[config.mk]
export PLATFORM = sky130hd
export DESIGN_NAME = tlb_fill
export DESIGN_NICKNAME = d
export VERILOG_FILES = /design/src/rtl/tlb_pkg.sv /design/src/rtl/tlb_victim_sel.sv /design/src/rtl/tlb_fill.sv
export SDC_FILE = /design/constraint.sdc
export NUM_CORES = 1
export LEC_CHECK = 0
export CAP_MARGIN = 20
export CORE_MARGIN = 2
export CORE_UTILIZATION = 50
export CTS_CLUSTER_DIAMETER = 40
export CTS_CLUSTER_SIZE = 14
export DETAILED_ROUTE_END_ITERATION = 12
export HOLD_SLACK_MARGIN = 0.02
export MAX_ROUTING_LAYER = met4
export PLACE_DENSITY_LB_ADDON = 0.05
export SYNTH_ARGS = -nofsm -noshare
export SYNTH_HDL_FRONTEND = slang
export SYNTH_SLANG_ARGS = --single-unit
[constraint.sdc]
create_clock -name clk -period 2.5 [get_ports clk]
set_input_delay 0.5 -clock clk [delete_from_list [all_inputs] [get_ports clk]]
set_output_delay 0.5 -clock clk [all_outputs]
set_load 0.01 [all_outputs]
[src/rtl/tlb_pkg.sv]
// Shared types and constants for the TLB refill engine.
// Optional fill counter is enabled with the TLB_FILL_PERF_EN macro.
package tlb_pkg;

    localparam int unsigned ENTRIES     = 8;
    localparam int unsigned VPN_W       = 20;
    localparam int unsigned PFN_W       = 20;
    localparam int unsigned IDX_W       = 3;
    localparam int unsigned ADDR_W      = 32;
    localparam int unsigned CNT_W       = 16;

    localparam int unsigned PTE_P       = 0;
    localparam int unsigned PTE_RW      = 1;
    localparam int unsigned PTE_PCD     = 4;
    localparam int unsigned PTE_PFN_LSB = 12;

    typedef enum logic [1:0] {
        IDLE  = 2'd0,
        REQ   = 2'd1,
        WRITE = 2'd2
    } state_t;

    // Byte address of the 4-byte PTE for a VPN; wraps mod 2^32.
    function automatic logic [ADDR_W-1:0] pte_addr(input logic [ADDR_W-1:0] base,
                                                   input logic [VPN_W-1:0]  vpn);
        return base + {10'b0, vpn, 2'b00};
    endfunction

endpackage

[src/rtl/tlb_victim_sel.sv]
// Victim selection: matching valid entry, else lowest invalid entry, else round-robin.
module tlb_victim_sel
    import tlb_pkg::*;
(
    input  logic [ENTRIES-1:0]       entry_v,
    input  logic [ENTRIES*VPN_W-1:0] vp,
    input  logic [VPN_W-1:0]         miss_vpn,
    input  logic [IDX_W-1:0]         rr_ptr,
    output logic [IDX_W-1:0]         victim_c,
    output logic                     use_rr_c
);

    logic             hit;
    logic             free;
    logic [IDX_W-1:0] hit_idx;
    logic [IDX_W-1:0] free_idx;

    always_comb begin
        hit      = 1'b0;
        free     = 1'b0;
        hit_idx  = '0;
        free_idx = '0;
        for (int i = 0; i < ENTRIES; i++) begin
            if (!hit && entry_v[i] && (vp[i*VPN_W +: VPN_W] == miss_vpn)) begin
                hit     = 1'b1;
                hit_idx = IDX_W'(i);
            end
            if (!free && !entry_v[i]) begin
                free     = 1'b1;
                free_idx = IDX_W'(i);
            end
        end
    end

    // A duplicate VPN takes priority so the TLB never holds two copies.
    always_comb begin
        victim_c = rr_ptr;
        use_rr_c = 1'b1;
        if (hit) begin
            victim_c = hit_idx;
            use_rr_c = 1'b0;
        end else if (free) begin
            victim_c = free_idx;
            use_rr_c = 1'b0;
        end
    end

endmodule

[src/rtl/tlb_fill.sv]
// TLB refill engine: fetches a PTE on miss, installs it into a victim entry, owns flush.
// Define TLB_FILL_PERF_EN to add the saturating fill_count output.
module tlb_fill
    import tlb_pkg::*;
(
    input  logic                     clk,
    input  logic                     rst_n,
    input  logic                     miss_req,
    input  logic [VPN_W-1:0]         miss_vpn,
    input  logic [ADDR_W-1:0]        ptbr,
    input  logic                     flush,
    output logic                     pte_rd_req,
    output logic [ADDR_W-1:0]        pte_rd_addr,
    input  logic                     pte_rd_ack,
    input  logic [31:0]              pte_rd_data,
    output logic [ENTRIES*VPN_W-1:0] VP,
    output logic [ENTRIES*PFN_W-1:0] PF,
    output logic [ENTRIES-1:0]       entry_v,
    output logic [ENTRIES-1:0]       entry_P,
    output logic [ENTRIES-1:0]       entry_RW,
    output logic [ENTRIES-1:0]       entry_PCD,
    output logic                     fill_busy,
    output logic                     fill_done
`ifdef TLB_FILL_PERF_EN
   ,output logic [CNT_W-1:0]         fill_count
`endif
);

    state_t           state;
    state_t           state_next;
    logic [VPN_W-1:0] vpn_q;
    logic [31:0]      pte_q;
    logic [IDX_W-1:0] victim_q;
    logic             use_rr_q;
    logic [IDX_W-1:0] rr_ptr;
    logic [IDX_W-1:0] victim_c;
    logic             use_rr_c;

    tlb_victim_sel u_victim_sel (
        .entry_v  (entry_v),
        .vp       (VP),
        .miss_vpn (miss_vpn),
        .rr_ptr   (rr_ptr),
        .victim_c (victim_c),
        .use_rr_c (use_rr_c)
    );

    always_ff @(posedge clk or negedge rst_n) begin
        if (!rst_n) state <= IDLE;
        else        state <= state_next;
    end

    always_comb begin
        state_next = state;
        case (state)
            IDLE:    if (miss_req)   state_next = REQ;
            REQ:     if (pte_rd_ack) state_next = WRITE;
            WRITE:   state_next = IDLE;
            default: state_next = IDLE;
        endcase
    end

    // Handshake outputs are registered from the next state so they align with it.
    always_ff @(posedge clk or negedge rst_n) begin
        if (!rst_n) begin
            pte_rd_req  <= 1'b0;
            pte_rd_addr <= '0;
            fill_busy   <= 1'b0;
            fill_done   <= 1'b0;
            vpn_q       <= '0;
            pte_q       <= '0;
            victim_q    <= '0;
            use_rr_q    <= 1'b0;
        end else begin
            pte_rd_req <= (state_next == REQ);
            fill_busy  <= (state_next != IDLE);
            fill_done  <= (state == WRITE);
            if (state == IDLE && miss_req) begin
                vpn_q       <= miss_vpn;
                victim_q    <= victim_c;
                use_rr_q    <= use_rr_c;
                pte_rd_addr <= pte_addr(ptbr, miss_vpn);
            end
            if (state == REQ && pte_rd_ack) begin
                pte_q <= pte_rd_data;
            end
        end
    end

    // Entry array; a flush in the WRITE cycle overrides the new valid bit.
    always_ff @(posedge clk or negedge rst_n) begin
        if (!rst_n) begin
            VP        <= '0;
            PF        <= '0;
            entry_v   <= '0;
            entry_P   <= '0;
            entry_RW  <= '0;
            entry_PCD <= '0;
            rr_ptr    <= '0;
        end else begin
            if (state == WRITE) begin
                for (int i = 0; i < ENTRIES; i++) begin
                    if (victim_q == IDX_W'(i)) begin
                        VP[i*VPN_W +: VPN_W] <= vpn_q;
                        PF[i*PFN_W +: PFN_W] <= pte_q[PTE_PFN_LSB +: PFN_W];
                        entry_v[i]           <= 1'b1;
                        entry_P[i]           <= pte_q[PTE_P];
                        entry_RW[i]          <= pte_q[PTE_RW];
                        entry_PCD[i]         <= pte_q[PTE_PCD];
                    end
                end
                if (use_rr_q) rr_ptr <= rr_ptr + IDX_W'(1);
            end
            if (flush) entry_v <= '0;
        end
    end

`ifdef TLB_FILL_PERF_EN
    always_ff @(posedge clk or negedge rst_n) begin
        if (!rst_n)                                        fill_count <= '0;
        else if (state == WRITE && fill_count != '1)       fill_count <= fill_count + CNT_W'(1);
    end
`endif

endmodule

==> impl_metrics.ini <==
[grt]
grt_pass1_vias = 15300
grt_max_degree = 57
gr-usage-all-layers_pct = 33.2
grt_antenna_before_repair = 0
grt-ovfl-total = 0
grt_pass1_wl_um = 98200

[cells_and_area]
final_cell_mix = 462 x clkdlybuf4s50_1, 439 x dfrtp_1, 270 x mux2_1
synthToLayoutAreaGrowth_pct = 44.2
antenna_cells = 0
fin_cells = 2691
final_net_count = 2236
drive_above_1_share_pct = 16.9
mostFrequentLayoutCell = clkdlybuf4s50_1

[yosys]
ys_types = 57
syn_area_um2 = 19400
avgSynthCellArea_um2 = 12.9
synth_cells = 1513
yosysSeqAreaShare_pct = 56.5
ys.flop_type = dfrtp_1
synth_nets = 1624
synthArstFlopShare_pct = 100
ys_seq_elements = 439
synth_edf_count = 0
yosys_warnings = 0

[routing]
wl_per_cell_um = 24.1
vias = 14700
viasPerCell = 5.46
drtIter0Drc = 849
drtAntennaViolNets = 0
drc = 0
totalWireLength_um = 64800
firstDrtPassIters = 6

[critical_path]
end_kind = flop
path_max_fanout = 6
r2r-start = VP[17]$_DFFE_PN0P_
crit_type = in -> reg
rr_endpoint = victim_q[1]$_DFFE_PN0P_
critPathArrivalTime_ps = 2920
crit_required_ps = 3020
worst-r2r-setup-slack_ps = 210
r2r_cells = 9
start_kind = input port

[hold_path]
hold-path-endpoint = pte_rd_addr[2]$_DFFE_PN0P_
whs_path_depth = 4
holdCritPathClass = in -> reg
worstHoldStart = ptbr[2]

[cts]
root_buffer = clkbuf_16
cts_tree = done
cts_max_path_buffers = 3
clkTransAtPathRegs_ps = 60
cts_sinks = 439
cts_htree_levels = 2
clock_latency_ps = 620
cts_buffers = 60

[run]
maxCapViolCount = 0

[floorplan]
fp-row-count = 72
coreArea_um2 = 38600
die_w_um = 201
dieArea_um2 = 40500
die_h_um = 201
initial_utilization_pct = 50.4
io_pins = 476

[timing]
relSlewSlack_pct = 59.7
finalCritPeriodShare_pct = 96.3
skew_ps = 29.1
hold_viol = 0
setup_viol = 0
max_freq_ghz = 0.416
rsz0062_at_grt = true
maxSlewViolCount = 0
tightestPinTransition_ps = 604
post-route-min-period_ps = 2410

[place]
numPortBuffers = 466
dp_hpwl_um = 47000
gp_congestion = 0.899
place_inst = 2579

[pwr]
ir_drop_uv = 848
leakagePower_nw = 13.3
total_power_mw = 22.7
p_per_area_nw_per_um2 = 812

[status]
status = finished, final reports clean
==> metrics by stage <==
| stage | hold slack, ps | setup WS, ps | util [%] | TNS (ps) | area (um2) |
|---|---|---|---|---|---|
| after floorplan | 204 | 6.52 | - | 0 | 19500 |
| after global placement | 462 | -638 | 67.2 | -11170 | 25900 |
| after detailed placement | 461 | -679 | 67.2 | -11860 | 25900 |
| after CTS | 388 | 44.6 | 72.5 | 0 | 28000 |
| after global routing | 329 | -11.5 | 72.7 | -22.9 | 28000 |
| final | 319 | 93.6 | 72.7 | 0 | 28000 |
==> where the power goes <==
group	switching, mW	leakage (nW)	internal [mW]
clock	3.40	0.971	5.23
combinational	2.15	6.38	2.63
sequential	1.23	5.92	8.11
total	6.77	13.3	16.0
==> area by class of cell <==
class / instances / area, um2
sequential: 439 / 11000
fill: 2819 / 10500
multi-input combinational: 982 / 8100
timing repair buffer: 625 / 6200
clock buffer: 71 / 1590
tap: 518 / 648
clock inverter: 39 / 443
inverter: 17 / 63.8
==> flip-flops by register name (all words and copies together), names as in the netlist, 2 cells and up <==
signal,count
PF,160
VP,160
pte_rd_addr,32
pte_q,23
vpn_q,20
entry_PCD,8
entry_P,8
entry_RW,8
entry_v,8
rr_ptr,3
victim_q,3
state,2
==> cells in the mapped netlist, types with 3 or more instances <==
library cell | number | area [um2]
nand2b_1 | 5 | 31.3
and3_1 | 5 | 31.3
nor2_2 | 3 | 18.8
nor4_1 | 20 | 125
xor2_1 | 55 | 482
a21boi_1 | 4 | 30.0
mux2_1 | 270 | 3040
nor3_1 | 4 | 20.0
xnor2_1 | 130 | 1140
buf_2 | 31 | 155
ha_1 | 21 | 263
a21oi_1 | 23 | 115
a21o_1 | 6 | 45.0
nand3_1 | 19 | 95.1
dfrtp_1 | 439 | 11000
buf_1 | 4 | 15.0
mux2_2 | 75 | 845
o21bai_1 | 3 | 22.5
nand4_1 | 32 | 200
o21ai_0 | 12 | 60.1
nand2_1 | 190 | 713
o31ai_1 | 4 | 30.0
buf_4 | 19 | 143
nor2_1 | 25 | 93.8
clkbuf_1 | 20 | 75.1
o21ai_1 | 32 | 160
nand3b_1 | 4 | 30.0
nor2b_1 | 3 | 18.8
a211oi_1 | 4 | 30.0
inv_1 | 17 | 63.8
==> kinds of logic after synthesis <==
kind of cell | share of synthesized area [%]
XOR/XNOR | 8.33
buffers and inverters | 2.38
AND/OR/NAND/NOR | 7.82
adder cells (fa/ha/maj) | 1.45
multiplexers | 20.1
flip-flops | 56.5
AO/OA/AOI/OAI | 3.43
==> what timing repair did <==
item | in CTS | in global routing
cloned | 0 | 0
hold endpoints to repair | 42 | 0
gates resized for setup | 1 | 15
pin swaps | 3 | 9
setup buffers | 0 | 1
hold buffers | 1 | 0
setup endpoints to repair | 4 | 14
==> layer usage <==
metal  GRT usage, %  wire, um
met1           42.6     26900
met5              -         0
met2           50.9     30100
met3           9.17      5380
met4           12.1      2400
==> how the worst max path moves through the flow <==
stage | slack, ps | cells past startpoint | end | start
global placement | -640 | 12 | pte_rd_addr[30]$_DFFE_PN0P_ | miss_vpn[0]
global route | -10 | 10 | pte_rd_addr[28]$_DFFE_PN0P_ | miss_vpn[9]
CTS | 40 | 12 | pte_rd_addr[24]$_DFFE_PN0P_ | miss_vpn[0]
floorplan | 7 | 11 | pte_rd_addr[16]$_DFFE_PN0P_ | miss_vpn[1]
finish | 90 | 11 | victim_q[1]$_DFFE_PN0P_ | miss_vpn[8]
detailed placement | -680 | 12 | pte_rd_addr[24]$_DFFE_PN0P_ | miss_vpn[0]
==> worst max-delay path: stages <==
cell and delay, ps:
clkdlybuf4s50_1 440, buf_4 180, buf_4 190, xor2_1 170
nor3_1 290, buf_4 180, nand4_1 150, nor4_4 350
nor4_2 100, o311a_1 120, o31ai_1 240
No activity file was read; power rests on OpenSTA's default activity.
